File: src/rtl/key_serial_rx.sv
// key_serial_rx: recovers fixed-length frames from an oversampled serial line and replays the data bits one per clock.
// Define KEY_RX_PARITY_EN to add an even-parity bit after the data; otherwise ParityErr is tied low.
//   state  | meaning
//   IDLE   | waiting for a falling edge on the synchronized line
//   START  | timing half a bit to the start-bit midpoint, rejecting glitches
//   DATA   | sampling data bits at their midpoints
//   PARITY | sampling the parity bit (KEY_RX_PARITY_EN only)
//   STOP   | sampling the stop bit and deciding emit / error
//   EMIT   | replaying data bits on InputKey with ValidCmd high
module key_serial_rx #(
  parameter int OVERSAMPLE = 16,
  parameter int DATA_BITS  = 4
) (
  input  logic Clk,
  input  logic Reset,
  input  logic RxD,
  output logic InputKey,
  output logic ValidCmd,
  output logic FrameErr,
  output logic ParityErr,
  output logic Busy
);

  localparam int CW = $clog2(OVERSAMPLE);
  localparam int IW = (DATA_BITS > 1) ? $clog2(DATA_BITS) : 1;

  typedef enum logic [2:0] {
    IDLE,
    START,
    DATA,
`ifdef KEY_RX_PARITY_EN
    PARITY,
`endif
    STOP,
    EMIT
  } state_t;

  state_t               state, state_n;
  logic                 rx_meta, rx_s, rx_p;
  logic [CW-1:0]        cnt, cnt_n;
  logic [IW-1:0]        idx, idx_n, idx_inc;
  logic [DATA_BITS-1:0] sh, sh_n;
  logic                 tc;
  logic                 key_n, valid_n, ferr_n, busy_n;
`ifdef KEY_RX_PARITY_EN
  logic                 pbad, pbad_n, perr_n;
`endif

  assign tc      = (cnt == '0);
  assign idx_inc = idx + 1'b1;

  always_ff @(posedge Clk or posedge Reset) begin
    if (Reset) begin
      rx_meta  <= 1'b1;
      rx_s     <= 1'b1;
      rx_p     <= 1'b1;
      state    <= IDLE;
      cnt      <= '0;
      idx      <= '0;
      sh       <= '0;
      InputKey <= 1'b0;
      ValidCmd <= 1'b0;
      FrameErr <= 1'b0;
      Busy     <= 1'b0;
    end else begin
      rx_meta  <= RxD;
      rx_s     <= rx_meta;
      rx_p     <= rx_s;
      state    <= state_n;
      cnt      <= cnt_n;
      idx      <= idx_n;
      sh       <= sh_n;
      InputKey <= key_n;
      ValidCmd <= valid_n;
      FrameErr <= ferr_n;
      Busy     <= busy_n;
    end
  end

`ifdef KEY_RX_PARITY_EN
  always_ff @(posedge Clk or posedge Reset) begin
    if (Reset) begin
      pbad      <= 1'b0;
      ParityErr <= 1'b0;
    end else begin
      pbad      <= pbad_n;
      ParityErr <= perr_n;
    end
  end
`else
  assign ParityErr = 1'b0;
`endif

  always_comb begin
    state_n = state;
    cnt_n   = cnt;
    idx_n   = idx;
    sh_n    = sh;
    key_n   = 1'b0;
    valid_n = 1'b0;
    ferr_n  = 1'b0;
`ifdef KEY_RX_PARITY_EN
    pbad_n  = pbad;
    perr_n  = 1'b0;
`endif
    case (state)
      IDLE: begin
        if (rx_p && !rx_s) begin
          state_n = START;
          cnt_n   = CW'(OVERSAMPLE / 2 - 1);
`ifdef KEY_RX_PARITY_EN
          pbad_n  = 1'b0;
`endif
        end
      end
      START: begin
        if (!tc) begin
          cnt_n = cnt - 1'b1;
        end else if (!rx_s) begin
          state_n = DATA;
          cnt_n   = CW'(OVERSAMPLE - 1);
          idx_n   = '0;
        end else begin
          state_n = IDLE;
        end
      end
      DATA: begin
        if (!tc) begin
          cnt_n = cnt - 1'b1;
        end else begin
          sh_n[idx] = rx_s;
          cnt_n     = CW'(OVERSAMPLE - 1);
          if (idx == IW'(DATA_BITS - 1)) begin
`ifdef KEY_RX_PARITY_EN
            state_n = PARITY;
`else
            state_n = STOP;
`endif
          end else begin
            idx_n = idx_inc;
          end
        end
      end
`ifdef KEY_RX_PARITY_EN
      PARITY: begin
        if (!tc) begin
          cnt_n = cnt - 1'b1;
        end else begin
          pbad_n  = (^sh) ^ rx_s;
          state_n = STOP;
          cnt_n   = CW'(OVERSAMPLE - 1);
        end
      end
`endif
      STOP: begin
        if (!tc) begin
          cnt_n = cnt - 1'b1;
        end else if (!rx_s) begin
          ferr_n  = 1'b1;
          state_n = IDLE;
`ifdef KEY_RX_PARITY_EN
        end else if (pbad) begin
          perr_n  = 1'b1;
          state_n = IDLE;
`endif
        end else begin
          // First replayed bit is registered here so it appears the cycle after the stop sample.
          state_n = EMIT;
          idx_n   = '0;
          valid_n = 1'b1;
          key_n   = sh[0];
        end
      end
      EMIT: begin
        if (idx == IW'(DATA_BITS - 1)) begin
          state_n = IDLE;
        end else begin
          idx_n   = idx_inc;
          valid_n = 1'b1;
          key_n   = sh[idx_inc];
        end
      end
      default: state_n = IDLE;
    endcase
    busy_n = (state_n != IDLE);
  end

endmodule

File: config.mk
export PLATFORM = sky130hd
export DESIGN_NAME = key_serial_rx
export DESIGN_NICKNAME = d
export VERILOG_FILES = /design/src/rtl/key_serial_rx.sv
export SDC_FILE = /design/constraint.sdc
export NUM_CORES = 1
export LEC_CHECK = 0
export BUFFER_PORTS_ARGS = -buffer_cell sky130_fd_sc_hd__buf_2
export CAP_MARGIN = 20
export CORE_MARGIN = 1
export CORE_UTILIZATION = 30
export CTS_BUF_LIST = sky130_fd_sc_hd__clkbuf_8
export DETAILED_ROUTE_END_ITERATION = 16
export PLACE_DENSITY = 0.43
export SLEW_MARGIN = 5
export SYNTH_ARGS = -nofsm -noshare
export SYNTH_HDL_FRONTEND = slang
export SYNTH_SLANG_ARGS = --single-unit
File: constraint.sdc
create_clock -name Clk -period 1.9 [get_ports Clk]
set_input_delay 0.38 -clock Clk [delete_from_list [all_inputs] [get_ports Clk]]
set_output_delay 0.38 -clock Clk [all_outputs]
set_load 0.02 [all_outputs]
==> impl_metrics.py <==
metrics = {
    "yosys": {
        "synthCells": 98,
        "ys_warn_count": 0,
        "ys_ff_latch": 20,
        "yosysTopAreaCell": "dfrtp_1",
        "synth.distinct_cells": 36,
        "synth_area_leaders": "dfrtp_1 40%, dfstp_2 7.4%, ha_1 5.8%",
        "synth_top_family_by_area": "simple AND/OR/NAND/NOR gates",
        "yosysSeqAreaShare": 0.4713,
        "avgSynthCellArea_um2": 10.92,
        "synth.top_cell.area_share": 0.3977,
        "synth_compound_area_frac": 0.1251,
        "synthesis.nets": 106,
        "syn_area_um2": 1070,
        "synthMuxAreaShare": 0.1064,
        "yosys.area_share.simple": 0.1591,
        "synthAdderAreaFrac": 0.05848,
        "synthXorXnorAreaFrac": 0.01637,
    },
    "detailed_routing": {
        "wl_met3_um": 46,
        "wl_met1_um": 1057,
        "viasPerCell": 4.466,
        "vias": 719,
        "drtIter0Drc": 18,
        "antenna_left": 0,
        "top_layer_used": "met4",
        "drt-total-wl_um": 1954,
        "routed-wl-met2_um": 832,
        "drtPass1Iterations": 4,
        "drc_errors": 0,
        "wire_per_inst_um": 12.14,
    },
    "layout": {
        "stdcell_count": 161,
        "final_cell_mix": "17 x dfrtp_1, 12 x buf_4, 10 x nand2_1, 10 x nor2_1, 7 x inv_1",
        "fin_nets": 124,
        "diodes": 0,
        "synthToLayoutAreaGrowth_pct": 18.48,
        "n_fill_cell": 359,
        "layout_commonest_cell": "dfrtp_1",
        "drive_above_1_share": 0.3304,
    },
    "placed_design": {
        "gp_congestion": 0.7851,
        "dp_hpwl_um": 1388,
        "dp_cells": 157,
        "io_buffers": 6,
    },
    "critical_path": {
        "cp_cell_sequence": "inv_1, ha_2, or4b_4, nor3_2, a311o_2, mux2_1",
        "arrival_ns": 1.96,
        "critPathLaunch": "cnt[1]",
        "cp.required_ns": 2.04,
        "cp-start-kind": "register",
        "r2r-end": "idx[0]",
        "end_kind": "register",
        "critical_path_peak_fanout": 3,
        "slowest_delay_ns": 0.49,
        "endpoint": "idx[0]",
        "cp_slowest_cell": "or4b_4",
        "reg2reg_slack_ns": 0.08,
        "path_class": "register to register",
        "r2r-start": "cnt[1]",
        "ff2ff_path_depth": 6,
    },
    "global_routing": {
        "grt_max_degree": 21,
        "grt_overflow": 0,
        "grt_pass1_vias": 649,
        "grt_usage": 0.1220,
        "antenna_found_initial": 0,
        "grt_first_pass_wirelength_um": 3284,
    },
    "clock_network": {
        "cts_tree": "done",
        "cts_max_path_buffers": 2,
        "clk_latency_ns": 0.25,
        "clk_pin_slew_ns": 0.08,
        "htreeDepth": 1,
        "cts_buffers": 3,
        "cts.sinks": 20,
        "cts_setup_buffers": 0,
        "clock-root-buffer": "clkbuf_8",
    },
    "flow_run": {
        "drv_cap": 0,
    },
    "sta": {
        "rsz0062_at_grt": "false",
        "setup_viol": 0,
        "hold_violations": 0,
        "post-route-min-period_ns": 1.817,
        "setup_tns_ns": 0,
        "fin_crit_sh": 0.9564,
        "fmax_mhz": 550.3,
        "skew_ns": 0.001408,
        "report.final.slew_viol_count": 0,
    },
    "power_and_ir_drop": {
        "leakage_uw": 0.0005984,
        "total_power_uw": 1609,
        "cellPowerDensity_nw_per_um2": 1270,
        "peakVddDrop_mv": 0.4698,
    },
    "floorplanning": {
        "start_util": 0.3181,
        "die-height_um": 61.72,
        "fp.dieW_um": 61.72,
        "core-area_um2": 3363,
        "rows": 21,
        "die_area_um2": 3809,
        "ios": 8,
    },
    "outcome": {
        "outcome": "complete, no violations",
    },
    "worst_hold_path": {
        "hold_class": "input port to async pin",
    },
}
==> kinds of logic after synthesis <==
group | after synthesis
buffers and inverters | 12
AND/OR/NAND/NOR | 32
XOR/XNOR | 2
AO/OA/AOI/OAI | 18
multiplexers | 8
adder cells (fa/ha/maj) | 5
other | 1
flip-flops | 20
==> where the power goes <==
group	switching, µW	leakage [µW]	internal [µW]
registers	84.5	0.000252	524
clock network	147	0.0000288	184
logic	340	0.000317	329
total	572	0.000598	1040
==> layer usage <==
metal  up-vias  GRT usage
met5         -          0
met2        12     0.1751
li1        368          -
met3         2    0.01863
met4         0    0.04762
met1       337     0.1828
==> registers in the layout (all words and copies together), names as in the netlist <==
name,count
state,3
rx_meta,1
ValidCmd,1
FrameErr,1
Busy,1
idx,2
InputKey,1
rx_p,1
rx_s,1
sh,4
cnt,4
==> worst max-delay path: cells and delay by family (launching register included) <==
family          cells  cell delay (ns)
flops               1             0.40
compound gates      1             0.14
mux                 1             0.31
simple gates        2             0.60
buf+inv             1             0.08
fa+ha+maj           1             0.18
==> worst min-delay path by stage <==
stage | start | end | slack (ns) | depth (start not counted)
CTS | Reset | state[1] | 0.15 | 3
global placement | rx_meta | rx_s | 0.35 | 0
global route | Reset | cnt[3] | 0.16 | 3
floorplan | Reset | Busy | 0.34 | 1
detailed placement | rx_meta | rx_s | 0.35 | 0
finish | Reset | Busy | 0.14 | 3
==> stage by stage <==
| stage | instance area (µm²) | hold WS (ns) | utilization | setup slack, ns |
|---|---|---|---|---|
| finish | 1267 | 0.1423 | 0.3769 | 0.08281 |
| global route | 1267 | 0.1632 | 0.3769 | 0.01486 |
| CTS | 1265 | 0.1523 | 0.3761 | 0.03625 |
| detailed placement | 1210 | 0.3468 | 0.3597 | 0.04639 |
| global placement | 1210 | 0.3467 | 0.3597 | 0.06176 |
| floorplan | 1070 | 0.3416 | - | 0.03833 |
==> what timing repair did <==
action,in CTS,in global routing
endpoints found under the hold margin,0,0
hold buffers,0,0
setup endpoints to repair,0,1
gates resized for setup,0,1
==> cell usage after synthesis <==
cell type   n
a211oi_1    1
a22oi_1     1
a2bb2oi_1   1
a311o_2     1
a31o_2      2
a32oi_1     1
a41o_1      2
buf_4       3
buf_6       1
clkbuf_1    1
conb_1      1
dfrtp_1    17
dfstp_2     3
ha_1        5
inv_1       7
mux2_1      1
mux2_4      4
mux2i_1     2
mux4_2      1
nand2_1    10
nand2b_1    1
nand3_1     1
nor2_1     10
nor2_4      1
nor3_1      3
nor3_2      1
nor3b_1     1
nor4b_1     1
o21a_1      1
o21ai_0     6
o21bai_1    1
o31ai_1     1
or2b_2      1
or3b_1      1
or4b_4      1
xnor2_1     2
==> area by class of cell <==
class	count	area, µm²	share of cell area
inverters	7	26.28	0.02073
multi-input cells	66	504.2	0.3978
well taps	46	57.56	0.04541
clock buffers	4	55.05	0.04344
repair buffers	18	120.1	0.09477
flip-flops and latches	20	504.2	0.3978
(Power assumes the default switching activity.)
